File: src/rtl/cfg_loader_pkg.sv
// Shared types and constants for the configuration bitstream loader.
package cfg_loader_pkg;

  typedef enum logic [1:0] {
    IDLE,
    LOAD,
    CHECK,
    DONE
  } state_e;

  localparam int unsigned    CRC_W    = 16;
  localparam logic [CRC_W-1:0] CRC_POLY = 16'h1021;
  localparam logic [CRC_W-1:0] CRC_INIT = 16'hFFFF;

endpackage

File: src/rtl/cfg_loader_crc16.sv
// Serial CRC-16-CCITT, MSB-first, one bit per step; clr reloads the init value.
module cfg_crc16
  import cfg_loader_pkg::*;
(
  input  logic             clk,
  input  logic             nrst,
  input  logic             clr,
  input  logic             step,
  input  logic             bit_in,
  output logic [CRC_W-1:0] crc
);

  logic [CRC_W-1:0] crc_q, crc_d;

  always_comb begin
    crc_d = crc_q;
    if (clr) begin
      crc_d = CRC_INIT;
    end else if (step) begin
      crc_d = {crc_q[CRC_W-2:0], 1'b0} ^ ((crc_q[CRC_W-1] ^ bit_in) ? CRC_POLY : '0);
    end
  end

  always_ff @(posedge clk or negedge nrst) begin
    if (!nrst) begin
      crc_q <= CRC_INIT;
    end else begin
      crc_q <= crc_d;
    end
  end

  assign crc = crc_q;

endmodule

File: src/rtl/cfg_loader.sv
// Streams a word-wide bitstream MSB-first onto the serial CRAM config chain.
// Optional CRC trailer check is built when CFG_LOADER_CRC_EN is defined.
module cfg_loader
  import cfg_loader_pkg::*;
#(
  parameter int unsigned NUM_CELLS     = 4,
  parameter int unsigned CELL_CFG_BITS = 161,
  parameter int unsigned WORD_W        = 8
) (
  input  logic              clk,
  input  logic              nrst,
  input  logic              en,
  input  logic              start,
  input  logic [WORD_W-1:0] s_data,
  input  logic              s_valid,
  output logic              s_ready,
  output logic              config_en,
  output logic              config_data_in,
  output logic              busy,
  output logic              done,
  output logic              crc_err
);

  localparam int unsigned TOTAL = NUM_CELLS * CELL_CFG_BITS;
  localparam int unsigned BCW   = $clog2(WORD_W + 1);

  state_e            state_q, state_d;
  logic [31:0]       bit_cnt_q, bit_cnt_d;
  logic [WORD_W-1:0] buf_q, buf_d;
  logic [BCW-1:0]    buf_cnt_q, buf_cnt_d;
  logic              busy_q, busy_d;
  logic              done_q, done_d;
  logic              load_go;
  logic              accept;

`ifdef CFG_LOADER_CRC_EN
  logic [CRC_W-1:0]  crc_val;
  logic [CRC_W-1:0]  crc_exp_q, crc_exp_d;
  logic [4:0]        exp_cnt_q, exp_cnt_d;
  logic              crc_err_q, crc_err_d;

  cfg_crc16 u_crc (
    .clk    (clk),
    .nrst   (nrst),
    .clr    (load_go),
    .step   (config_en),
    .bit_in (config_data_in),
    .crc    (crc_val)
  );

  assign crc_err = crc_err_q;
`else
  assign crc_err = 1'b0;
`endif

  assign config_en      = en && (state_q == LOAD) && (buf_cnt_q != '0);
  assign config_data_in = config_en ? buf_q[WORD_W-1] : 1'b0;
  assign busy           = busy_q;
  assign done           = done_q;
  assign accept         = s_valid && s_ready;

  // Take a word only while the chain still needs more bits than the buffer holds.
  always_comb begin
    s_ready = 1'b0;
    if (en) begin
      case (state_q)
        LOAD:    s_ready = (buf_cnt_q == '0) ||
                           ((buf_cnt_q == BCW'(1)) && (bit_cnt_q > 32'd1));
`ifdef CFG_LOADER_CRC_EN
        CHECK:   s_ready = 1'b1;
`endif
        default: s_ready = 1'b0;
      endcase
    end
  end

  always_comb begin
    state_d   = state_q;
    bit_cnt_d = bit_cnt_q;
    buf_d     = buf_q;
    buf_cnt_d = buf_cnt_q;
    busy_d    = busy_q;
    done_d    = done_q;
    load_go   = 1'b0;
`ifdef CFG_LOADER_CRC_EN
    crc_exp_d = crc_exp_q;
    exp_cnt_d = exp_cnt_q;
    crc_err_d = crc_err_q;
`endif
    if (en) begin
      case (state_q)
        IDLE, DONE: begin
          if (start) begin
            load_go   = 1'b1;
            state_d   = LOAD;
            bit_cnt_d = TOTAL;
            buf_d     = '0;
            buf_cnt_d = '0;
            busy_d    = 1'b1;
            done_d    = 1'b0;
`ifdef CFG_LOADER_CRC_EN
            crc_exp_d = '0;
            exp_cnt_d = '0;
            crc_err_d = 1'b0;
`endif
          end
        end
        LOAD: begin
          if (config_en) begin
            buf_d     = buf_q << 1;
            buf_cnt_d = buf_cnt_q - BCW'(1);
            bit_cnt_d = bit_cnt_q - 32'd1;
            if (bit_cnt_q == 32'd1) begin
              buf_d     = '0;
              buf_cnt_d = '0;
`ifdef CFG_LOADER_CRC_EN
              state_d   = CHECK;
`else
              state_d   = DONE;
              busy_d    = 1'b0;
              done_d    = 1'b1;
`endif
            end
          end
          // A new word lands exactly as the last buffered bit leaves.
          if (accept) begin
            buf_d     = s_data;
            buf_cnt_d = BCW'(WORD_W);
          end
        end
`ifdef CFG_LOADER_CRC_EN
        CHECK: begin
          if (accept) begin
            for (int unsigned i = 0; i < WORD_W; i++) begin
              if (exp_cnt_d < 5'(CRC_W)) begin
                crc_exp_d = {crc_exp_d[CRC_W-2:0], s_data[WORD_W-1-i]};
                exp_cnt_d = exp_cnt_d + 5'd1;
              end
            end
            if (exp_cnt_d == 5'(CRC_W)) begin
              state_d   = DONE;
              busy_d    = 1'b0;
              done_d    = 1'b1;
              crc_err_d = (crc_val != crc_exp_d);
            end
          end
        end
`endif
        default: ;
      endcase
    end
  end

  always_ff @(posedge clk or negedge nrst) begin
    if (!nrst) begin
      state_q   <= IDLE;
      bit_cnt_q <= '0;
      buf_q     <= '0;
      buf_cnt_q <= '0;
      busy_q    <= 1'b0;
      done_q    <= 1'b0;
`ifdef CFG_LOADER_CRC_EN
      crc_exp_q <= '0;
      exp_cnt_q <= '0;
      crc_err_q <= 1'b0;
`endif
    end else begin
      state_q   <= state_d;
      bit_cnt_q <= bit_cnt_d;
      buf_q     <= buf_d;
      buf_cnt_q <= buf_cnt_d;
      busy_q    <= busy_d;
      done_q    <= done_d;
`ifdef CFG_LOADER_CRC_EN
      crc_exp_q <= crc_exp_d;
      exp_cnt_q <= exp_cnt_d;
      crc_err_q <= crc_err_d;
`endif
    end
  end

endmodule

File: config.mk
export PLATFORM = sky130hd
export DESIGN_NAME = cfg_loader
export DESIGN_NICKNAME = d
export VERILOG_FILES = /design/src/rtl/cfg_loader_pkg.sv /design/src/rtl/cfg_loader_crc16.sv /design/src/rtl/cfg_loader.sv
export SDC_FILE = /design/constraint.sdc
export NUM_CORES = 1
export LEC_CHECK = 0
export CAP_MARGIN = 10
export CORE_AREA = 10 10 88 90
export CTS_CLUSTER_SIZE = 14
export DETAILED_ROUTE_END_ITERATION = 10
export DIE_AREA = 0 0 98 100
export PLACE_DENSITY = 0.65
export SYNTH_ARGS = -nofsm -noshare
export SYNTH_HDL_FRONTEND = slang
export SYNTH_HIERARCHICAL = 1
export SYNTH_SLANG_ARGS = --single-unit
export TNS_END_PERCENT = 30
File: constraint.sdc
create_clock -name clk -period 2.8 [get_ports clk]
set_clock_uncertainty 0.05 [all_clocks]
set_input_delay 0.56 -clock clk [delete_from_list [all_inputs] [get_ports clk]]
set_output_delay 0.56 -clock clk [all_outputs]
set_load 0.01 [all_outputs]
==> After elaboration in Yosys (flattened, before gate mapping) <==
Index checks and enable logic that the tools add are counted.
{ "word_totals": {"ff_bits": 48, "in_bits": 13, "out_inout_bits": 6, "wordCells": 58} }
{ "op_classes": {"n_addsub": 2, "order_cmp": 1, "n_eq_ne": 8, "muxes": 28, "n_reduce_logical": 13} }
{ "ops": {"columns": ["operator", "n"], "rows": [
  ["2-to-1 mux 32 bit", 2],
  ["case mux 32 bit (2 select lines)", 1],
  ["equality test 32 x 1 -> 1 bit, second input constant", 1],
  ["> comparator 32 x 1 -> 1 bit, second input constant", 1],
  ["2-to-1 mux 8 bit", 4],
  ["subtractor 32 x 1 -> 32 bit, second input constant", 1],
  ["2-to-1 mux 4 bit", 4],
  ["case mux 8 bit (2 select lines)", 1],
  ["2-to-1 mux 1 bit", 9],
  ["case mux 4 bit (2 select lines)", 1],
  ["AND reduction 4 bit", 2],
  ["2-to-1 mux 2 bit", 3],
  ["AND reduction 5 bit", 1],
  ["equality test 4 x 1 -> 1 bit, second input constant", 1],
  ["logical AND 1 bit", 4],
  ["zero test 4 bit", 1],
  ["inequality test 2 bit, second input constant", 2],
  ["case mux 1 bit (2 select lines)", 2],
  ["case mux 2 bit (2 select lines)", 1],
  ["nonzero test 4 bit", 1],
  ["subtractor 4 x 1 -> 4 bit, second input constant", 1],
  ["inequality test 3 bit, second input constant", 1],
  ["equality test 2 x 1 -> 1 bit, second input constant", 1],
  ["equality test 2 bit, second input constant", 1],
  ["5 further kinds", 5]
]} }

==> Longest topological paths before layout <==
Gate-level depths: netlist of the first run.
{ "depth": {"depth_word": 8, "ltp_mapped": 8, "mapped_depth_nobuf": 7} }

==> Worst setup path after synthesis of the first run <==
No wires, ideal clock.
{ "synth_path": {"path_kind": "register to register", "startpoint": "reg bit_cnt_q[12]", "endpoint": "reg bit_cnt_q[27]", "setup_ns": 0.119, "arrival_ns": 2.484, "required_time_ns": 2.631, "setup_slack_ns": 0.147, "path_stages_with_launch": 7, "path_buffers": 1, "synth_period_minus_slack_ns": 2.653, "path_cell_list": "dfrtp_1 or4_4 or4_1 or4_4 buf_2 o31a_1 o21a_1"} }
{ "synth_between": {"elab_chain_cells": 3} }
{ "synth_lines": {"columns": ["element", "line", "text"], "rows": [
  ["start: declaration", "cfg_loader.sv:28", "logic [31:0] bit_cnt_q, bit_cnt_d;"],
  ["start signal: assignment", "cfg_loader.sv:169", "bit_cnt_q <= bit_cnt_d;"],
  ["subtractor 32 x 1 -> 32 bit", "cfg_loader.sv:112", "bit_cnt_d = bit_cnt_q - 32'd1;"],
  ["2-to-1 mux 32 bit", "cfg_loader.sv:109", "if (config_en) begin"],
  ["case mux 32 bit (2 select lines)", "cfg_loader.sv:91", "case (state_q)"]
]} }
No other way between the ends. The select of a mux whose other input is x is not followed.
A chain may end at the register's enable or synchronous reset.

==> Final worst setup path of the first run <==
{ "layout_path": {"startpoint": "reg bit_cnt_q[20]", "endpoint": "out s_ready"} }
{ "layout_between": {"elab_chain_cells": 5} }
{ "layout_lines": {"columns": ["element", "line", "text"], "rows": [
  ["> comparator 32 x 1 -> 1 bit", "cfg_loader.sv:68", "((buf_cnt_q == BCW'(1)) && (bit_cnt_q > 32'd1));"],
  ["logical AND 1 bit", "cfg_loader.sv:68", null],
  ["logical OR 1 bit", "cfg_loader.sv:67", "LOAD: s_ready = (buf_cnt_q == '0) ||"],
  ["2-to-1 mux 1 bit", "cfg_loader.sv:66", "case (state_q)"],
  ["2-to-1 mux 1 bit", "cfg_loader.sv:65", "if (en) begin"],
  ["end: declaration", "cfg_loader.sv:16", "output logic s_ready,"]
]} }
No other way between the ends.

==> reports/qor.csv, run 1 <==
metric;value;unit
number of hold violations in the final report;0;
clock tree root buffer cell;sky130_fd_sc_hd__clkbuf_8;
crit end category;output pin;
number of routed nets with antenna violations;0;
# DRC;0;
remaining global-route overflow;0;
weighted congestion reported at the end of routability-driven placement;0.8503;
top fanout value on the critical path;2;
count of inserted antenna diode cells;0;
wire length of the first global-routing pass;11040;um
cell area power density;391.4;nW/um2
Req. time, crit path;2.19;ns
setup slack of the critical path after layout;-0.003032;ns
most used flip-flop cell after synthesis;sky130_fd_sc_hd__dfrtp_1;
mapped cell area;2616;um2
floorplan die width;98;um
Floorplan Core Area;6132;um2
maximum resistive drop on vdd;0.4643;mV
number of vias in the routed layout;2329;
max-slew headroom at the worst pin;64.09;%
Register-to-Register Path Depth;5;
startpoint of the lowest-slack register-to-register path;bit_cnt_q[6];
Pins Over Slew Limit;0;
Post-Syn Nets;294;
worst reg2reg setup slack;0.09;ns
maximum clock frequency;0.3568;GHz
number of global-route vias before repair;2320;
Layout Area Growth over Synthesis;27.69;%
RSZ-0062 raised after global routing;true;
# port buffers;17;
number of sinks driven by the clock tree;47;
area of the die;9800;um2
GR peak layer;met2;
worst hold path class;primary input to async pin;
clock latency on the worst-skew pair;0.31;ns
endpoint of the most critical register-to-register path;bit_cnt_q[29];
number of standard cells in the layout, taps in and fillers out;410;
met3 global-route usage;2.953;%
Worst Max-Slew Pin Slew;0.5250;ns
count of maximum capacitance violations;0;
Starting Density;42.66;%
kind of critical path;flip-flop to output pin;
antenna violations before repair;0;
clock buffer count from CTS;5;
number of placed instances with taps included;397;
clock slew at the register clock pins of the worst setup and hold paths;0.09;ns
share of synthesized area occupied by flip-flops and latches;44.95;%
Yosys warning count;6;
DR WL/cell;15.71;um
ys async rst share;100.0;%
Via density;5.680;
total length of routed wires;6442;um
y dimension of the die;100;um
EDFF count, synth;0;
post-route minimum period;2.803;ns
hold_ws;0.1425;ns
total number of placement rows;29;
worst path arrival time;2.19;ns
mean area per synthesized cell;9.514;um2
fraction of final layout cells with drive strength greater than 1;19.82;%
global routing met1 resource utilization;16.93;%
final period utilization;100.1;%
violation count after the first detailed-routing iteration;178;
Longest Clk Path Bufs;2;
failing checks;negative setup slack;
number of H-tree levels;2;
overall global routing resource usage;13.08;%
Layout Nets;351;
CTS tree;done;
P_leak;1.614;nW
TritonRoute pass-1 iters;4;
result of the run;complete, but fails checks;
maximum number of pins on one net before global-route repair;30;
number of distinct library cells after synthesis;48;
IO Pins;19;
CTS hold repair buffers;0;
critical path startpoint category;flip-flop;
met2 Track Usage GR;21.37;%
# setup viols final;1;
number of standard cells after synthesis;275;
Seq cells post-synth;47;
post-DP HPWL;4675;um
-- synth_stat cells (all sizes together) (4+ instances only) --
cell type / n / area (um2)
nand2b: 6 / 37.54
ha: 6 / 75.07
nand4: 6 / 37.54
nor4: 13 / 87.58
clkbuf: 9 / 33.78
o21ai: 12 / 60.06
nand3: 4 / 20.02
xnor2: 5 / 43.79
or3: 12 / 75.07
mux2i: 6 / 60.06
nor3: 5 / 25.02
inv: 17 / 63.81
or2: 4 / 25.03
or4: 18 / 142.6
dfrtp: 47 / 1176
o221ai: 9 / 78.83
nand2: 13 / 48.80
a21oi: 19 / 95.09
o31ai: 13 / 97.59
nor2: 18 / 67.56
-- cells by family after synthesis --
| group | synth area share (%) |
|---|---|
| AO/OA/AOI/OAI | 17.55 |
| XOR/XNOR | 2.678 |
| adder cells (fa/ha/maj) | 2.869 |
| buffers and inverters | 4.208 |
| flip-flops | 44.95 |
| multiplexers | 3.156 |
| other | 0.1433 |
| AND/OR/NAND/NOR | 24.44 |
-- registers in the layout, summed over array words and instances (netlist names) --
| register | count |
|---|---|
| bit_cnt_q | 32 |
| buf_cnt_q | 4 |
| buf_q | 8 |
| busy | 1 |
| done | 1 |
| state_q | 1 |
-- layout make-up --
| type | count | area (um2) |
|---|---|---|
| Sequential cell | 47 | 1176 |
| Inverter | 17 | 63.81 |
| Tap cell | 77 | 96.34 |
| Multi-Input combinational cell | 200 | 1353 |
| Clock buffer | 6 | 72.57 |
| Timing Repair Buffer | 61 | 519.2 |
| Fill cell | 563 | 2791 |
| Clock inverter | 2 | 60.06 |
-- critical path, stage by stage, from the launching register on --
cell	delay, ns
sky130_fd_sc_hd__dfrtp_1	0.39
sky130_fd_sc_hd__or4_4	0.57
sky130_fd_sc_hd__nor4_4	0.35
sky130_fd_sc_hd__nand4b_1	0.14
sky130_fd_sc_hd__a21oi_1	0.13
sky130_fd_sc_hd__and3b_1	0.20
sky130_fd_sc_hd__buf_6	0.12
-- per-stage QoR --
step | area (um2) | util, % | setup WS [ns] | setup TNS [ns] | total power [W]
final | 3341 | 54.48 | -0.003032 | -0.003032 | 0.001308
after global routing | 3341 | 54.48 | -0.09426 | -0.1015 | 0.001341
after CTS | 3327 | 54.25 | 0.005519 | 0 | 0.001319
after detailed placement | 3149 | 51.36 | -0.1191 | -0.1191 | 0.0007256
after global placement | 3149 | 51.36 | -0.09109 | -0.09109 | 0.0007253
after floorplan | 2616 | - | 0.1472 | 0 | 0.0006942
-- metal layers --
| layer | wire, um | part of all wire, % | up-vias |
|---|---|---|---|
| met1 | 3072 | 48 | 1119 |
| met5 | 0 | 0 | - |
| li1 | - | - | 1157 |
| met4 | 63 | 0.98 | 0 |
| met2 | 3027 | 47 | 47 |
| met3 | 278 | 4.3 | 6 |
-- cell usage in the layout (no fill, tap or decap), types with 6 or more instances in the layout --
master / n
sky130_fd_sc_hd__o221ai_1: 9
sky130_fd_sc_hd__o21ai_0: 12
sky130_fd_sc_hd__mux2i_1: 6
sky130_fd_sc_hd__dfrtp_1: 47
sky130_fd_sc_hd__or4_1: 13
sky130_fd_sc_hd__nand2_1: 13
sky130_fd_sc_hd__nor4_1: 12
sky130_fd_sc_hd__buf_4: 42
sky130_fd_sc_hd__clkdlybuf4s50_1: 13
sky130_fd_sc_hd__inv_1: 17
sky130_fd_sc_hd__nand4_1: 6
sky130_fd_sc_hd__a21oi_1: 19
sky130_fd_sc_hd__nor2_1: 18
sky130_fd_sc_hd__nand2b_1: 6
sky130_fd_sc_hd__o31ai_1: 13
sky130_fd_sc_hd__or3_1: 12
-- power by group --
part / total [W] / switching (W) / internal [W]
Combinational: 0.0000333 / 0.0000181 / 0.0000151
Clock: 0.000596 / 0.000239 / 0.000357
Sequential: 0.000678 / 0 / 0.000678
-- repair_timing --
item                                    CTS  global route
resized for setup                        11             1
cloned                                    0             0
setup buffers                             4             1
hold endpoints to repair                  0             0
endpoints found under the setup margin    5             2
pin swaps                                 5             3
-- worst max-delay path by stage --
| stage | start | to | slack, ns | depth (start not counted) |
|---|---|---|---|---|
| floorplan | bit_cnt_q[12] | bit_cnt_q[27] | 0.15 | 6 |
| detailed placement | bit_cnt_q[26] | s_ready | -0.12 | 6 |
| CTS | bit_cnt_q[18] | s_ready | 0.006 | 6 |
| global route | bit_cnt_q[20] | s_ready | -0.09 | 6 |
| global placement | bit_cnt_q[26] | s_ready | -0.09 | 6 |
| finish | bit_cnt_q[20] | s_ready | -0.003 | 6 |
Note: power is estimated with default switching activity, not from simulation.
==> run 2, diff against run 1 <==
Settings changed: ABC_CLOCK_PERIOD_IN_PS set to 2800, CORE_AREA 10 10 88 90 to 10 10 84 86, DIE_AREA 0 0 98 100 to 0 0 94 96, PLACE_DENSITY 0.65 to 0.7.
==> run 2 against run 1 <==
  * The flow now finishes without violations
  * Design area fell by 1.5%
  * Routed wire length fell by 3.2%
  * Final cell count fell by 2.2%
  * Power fell by 5.3%
  * Global-route usage rose by 2.0 points
  * Clock power fell by 12%
  * Critical path type unchanged
  * Critical endpoint unchanged
  * Largest cell class unchanged
==> reports/qor.csv, run 2 (synthesis gave the netlist of run 1 again) <==
metric;value;unit;change
number of fill cells;495;;-12%
antenna violations before repair;0;;unchanged
number of flip-flops under the largest register name;32;;unchanged
clock slew at the register clock pins of the worst setup and hold paths;0.09;ns;about the same
IO Pins;19;;unchanged
maximum resistive drop on vdd;0.2693;mV;-42%
violation count after the first detailed-routing iteration;181;;+1.7%
floorplan die width;94;um;-4.1%
TritonRoute pass-1 iters;4;;unchanged
count of inserted antenna diode cells;0;;unchanged
maximum number of pins on one net before global-route repair;26;;-13%
top flop regs;bit_cnt_q: 32 flops, buf_q: 8 flops, buf_cnt_q: 4 flops;;
cell area power density;376.1;nW/um2;-3.9%
count of maximum capacitance violations;0;;unchanged
DR WL/cell;15.56;um;-0.99%
post-route minimum period;2.778;ns;-0.02494 ns
clock latency on the worst-skew pair;0.31;ns;about the same
# setup viols final;0;;-1
total number of placement rows;27;;-6.9%
crit end category;output pin;;
post-route core utilization;60.88;%;+6.4 points
family of cells with the greatest summed delay on the critical path;simple AND/OR/NAND/NOR gates;;
overall power after layout;0.001238;W;-5.3%
Starting Density;48.40;%;+5.7 points
setup slack of the critical path after layout;0.02191;ns;+0.02494 ns
area used by sequential logic in the layout;1176;um2;unchanged
Via density;5.810;;+2.3%
number of placed instances with taps included;392;;-1.3%
Req. time, crit path;2.19;ns;about the same
final period utilization;99.22;%;-0.89 points
worst path arrival time;2.17;ns;-0.02 ns
worst slack after detailed placement;-0.1178;ns;+0.001267 ns
fraction of final layout cells with drive strength greater than 1;20.06;%;+0.24 points
critical path startpoint category;flip-flop;;
y dimension of the die;96;um;-4.0%
# port buffers;17;;unchanged
number of standard cells in the layout, taps in and fillers out;401;;-2.2%
slowest cell on the critical path;sky130_fd_sc_hd__or4_4;;
number of H-tree levels;2;;unchanged
WP buf/inv;1;;unchanged
top register by number of flip-flops;bit_cnt_q;;
number of hold violations in the final report;0;;unchanged
weighted congestion reported at the end of routability-driven placement;0.8261;;-2.8%
area of the die;9024;um2;-7.9%
Layout Area Growth over Synthesis;25.78;%;
number of global-route vias before repair;2353;;+1.4%
total length of routed wires;6238;um;-3.2%
multi-input logic area;1366;um2;+1.0%
number of routed nets with antenna violations;0;;unchanged
overall global routing resource usage;15.06;%;+2.0 points
top fanout value on the critical path;2;;unchanged
number of sinks driven by the clock tree;47;;unchanged
Floorplan Core Area;5405;um2;-12%
P_leak;1.587;nW;-1.7%
remaining global-route overflow;0;;unchanged
post-DP HPWL;4620;um;-1.2%
kind of critical path;flip-flop to output pin;;
clock buffer count from CTS;5;;unchanged
most frequent standard cell in the layout excluding fill and tap cells;sky130_fd_sc_hd__dfrtp_1;;
maximum clock frequency;0.3600;GHz;+0.90%
Longest Clk Path Bufs;2;;unchanged
cell chain of the critical path;or4_4, nor4_4, nand4b_1, a21oi_1, and3b_1, buf_6;;
critical path's largest stage delay;0.57;ns;about the same
Pins Over Slew Limit;0;;unchanged
worst hold path class;primary input to async pin;;
highest-count cells in the layout ignoring fill and taps;47 x sky130_fd_sc_hd__dfrtp_1, 39 x sky130_fd_sc_hd__buf_4, 18 x sky130_fd_sc_hd__nor2_1, 18 x sky130_fd_sc_hd__a21oi_1, 17 x sky130_fd_sc_hd__inv_1;;
Layout Nets;347;;-1.1%
wire length of the first global-routing pass;11080;um;+0.37%
RSZ-0062 raised after global routing;true;;
# DRC;0;;unchanged
number of vias in the routed layout;2330;;+0.043%
CTS tree;done;;
result of the run;completed;;
clock tree root buffer cell;sky130_fd_sc_hd__clkbuf_8;;
run 2: final timing paths:
path | from | endpoint | slack, ns | cells past startpoint
min in group clk | state_q[0] | state_q[0] | 0.44 | 1
max in group asynchronous | nrst | bit_cnt_q[4] | 2.25 | 2
worst min-delay path | nrst | bit_cnt_q[26] | 0.18 | 2
worst max register to register | bit_cnt_q[6] | bit_cnt_q[29] | 0.10 | 5
worst min register to register | state_q[0] | state_q[0] | 0.44 | 1
worst max-delay path | bit_cnt_q[23] | s_ready | 0.02 | 6
run 2: layer usage:
| metal | vias to the layer above | wire length (um) | global-route usage, % |
|---|---|---|---|
| li1 | 1142 | - | - |
| met1 | 1143 | 2970 | 19.48 |
| met2 | 38 | 2909 | 23.91 |
| met3 | 7 | 258 | 3.502 |
| met4 | 0 | 101 | 5.949 |
| met5 | - | 0 | 0 |
run 2: area by class of cell:
cell class,count,share of cell area (%)
Timing Repair Buffer,57,14.49
Sequential cell,47,35.74
Inverter,17,1.939
Multi-Input combinational cell,200,41.52
Tap cell,72,2.738
Clock inverter,2,1.065
Clock buffer,6,2.510
run 2: what timing repair did:
item / CTS / global route
hold endpoints to repair: 0 / 0
pin swaps: 4 / 3
buffers inserted: 0 / 1
gates resized for setup: 13 / 2
hold buffers: 0 / 0
endpoints found under the setup margin: 4 / 7
run 2: metrics by stage:
stage / instance area, um2 / TNS [ns] / hold slack (ns)
global placement: 3131 / -0.06663 / 0.4057
CTS: 3276 / -0.003352 / 0.1843
floorplan: 2616 / 0 / 0.2144
detailed placement: 3131 / -0.1178 / 0.4177
global route: 3291 / -0.1043 / 0.1863
finish: 3291 / 0 / 0.1797
run 2: power breakdown:
| group | total [W] | leakage [nW] | internal (W) | switching (W) |
|---|---|---|---|---|
| Clock | 0.000526 | 0.0612 | 0.000289 | 0.000237 |
| Sequential | 0.000678 | 0.584 | 0.000678 | 0 |
| Combinational | 0.0000340 | 0.942 | 0.0000161 | 0.0000179 |
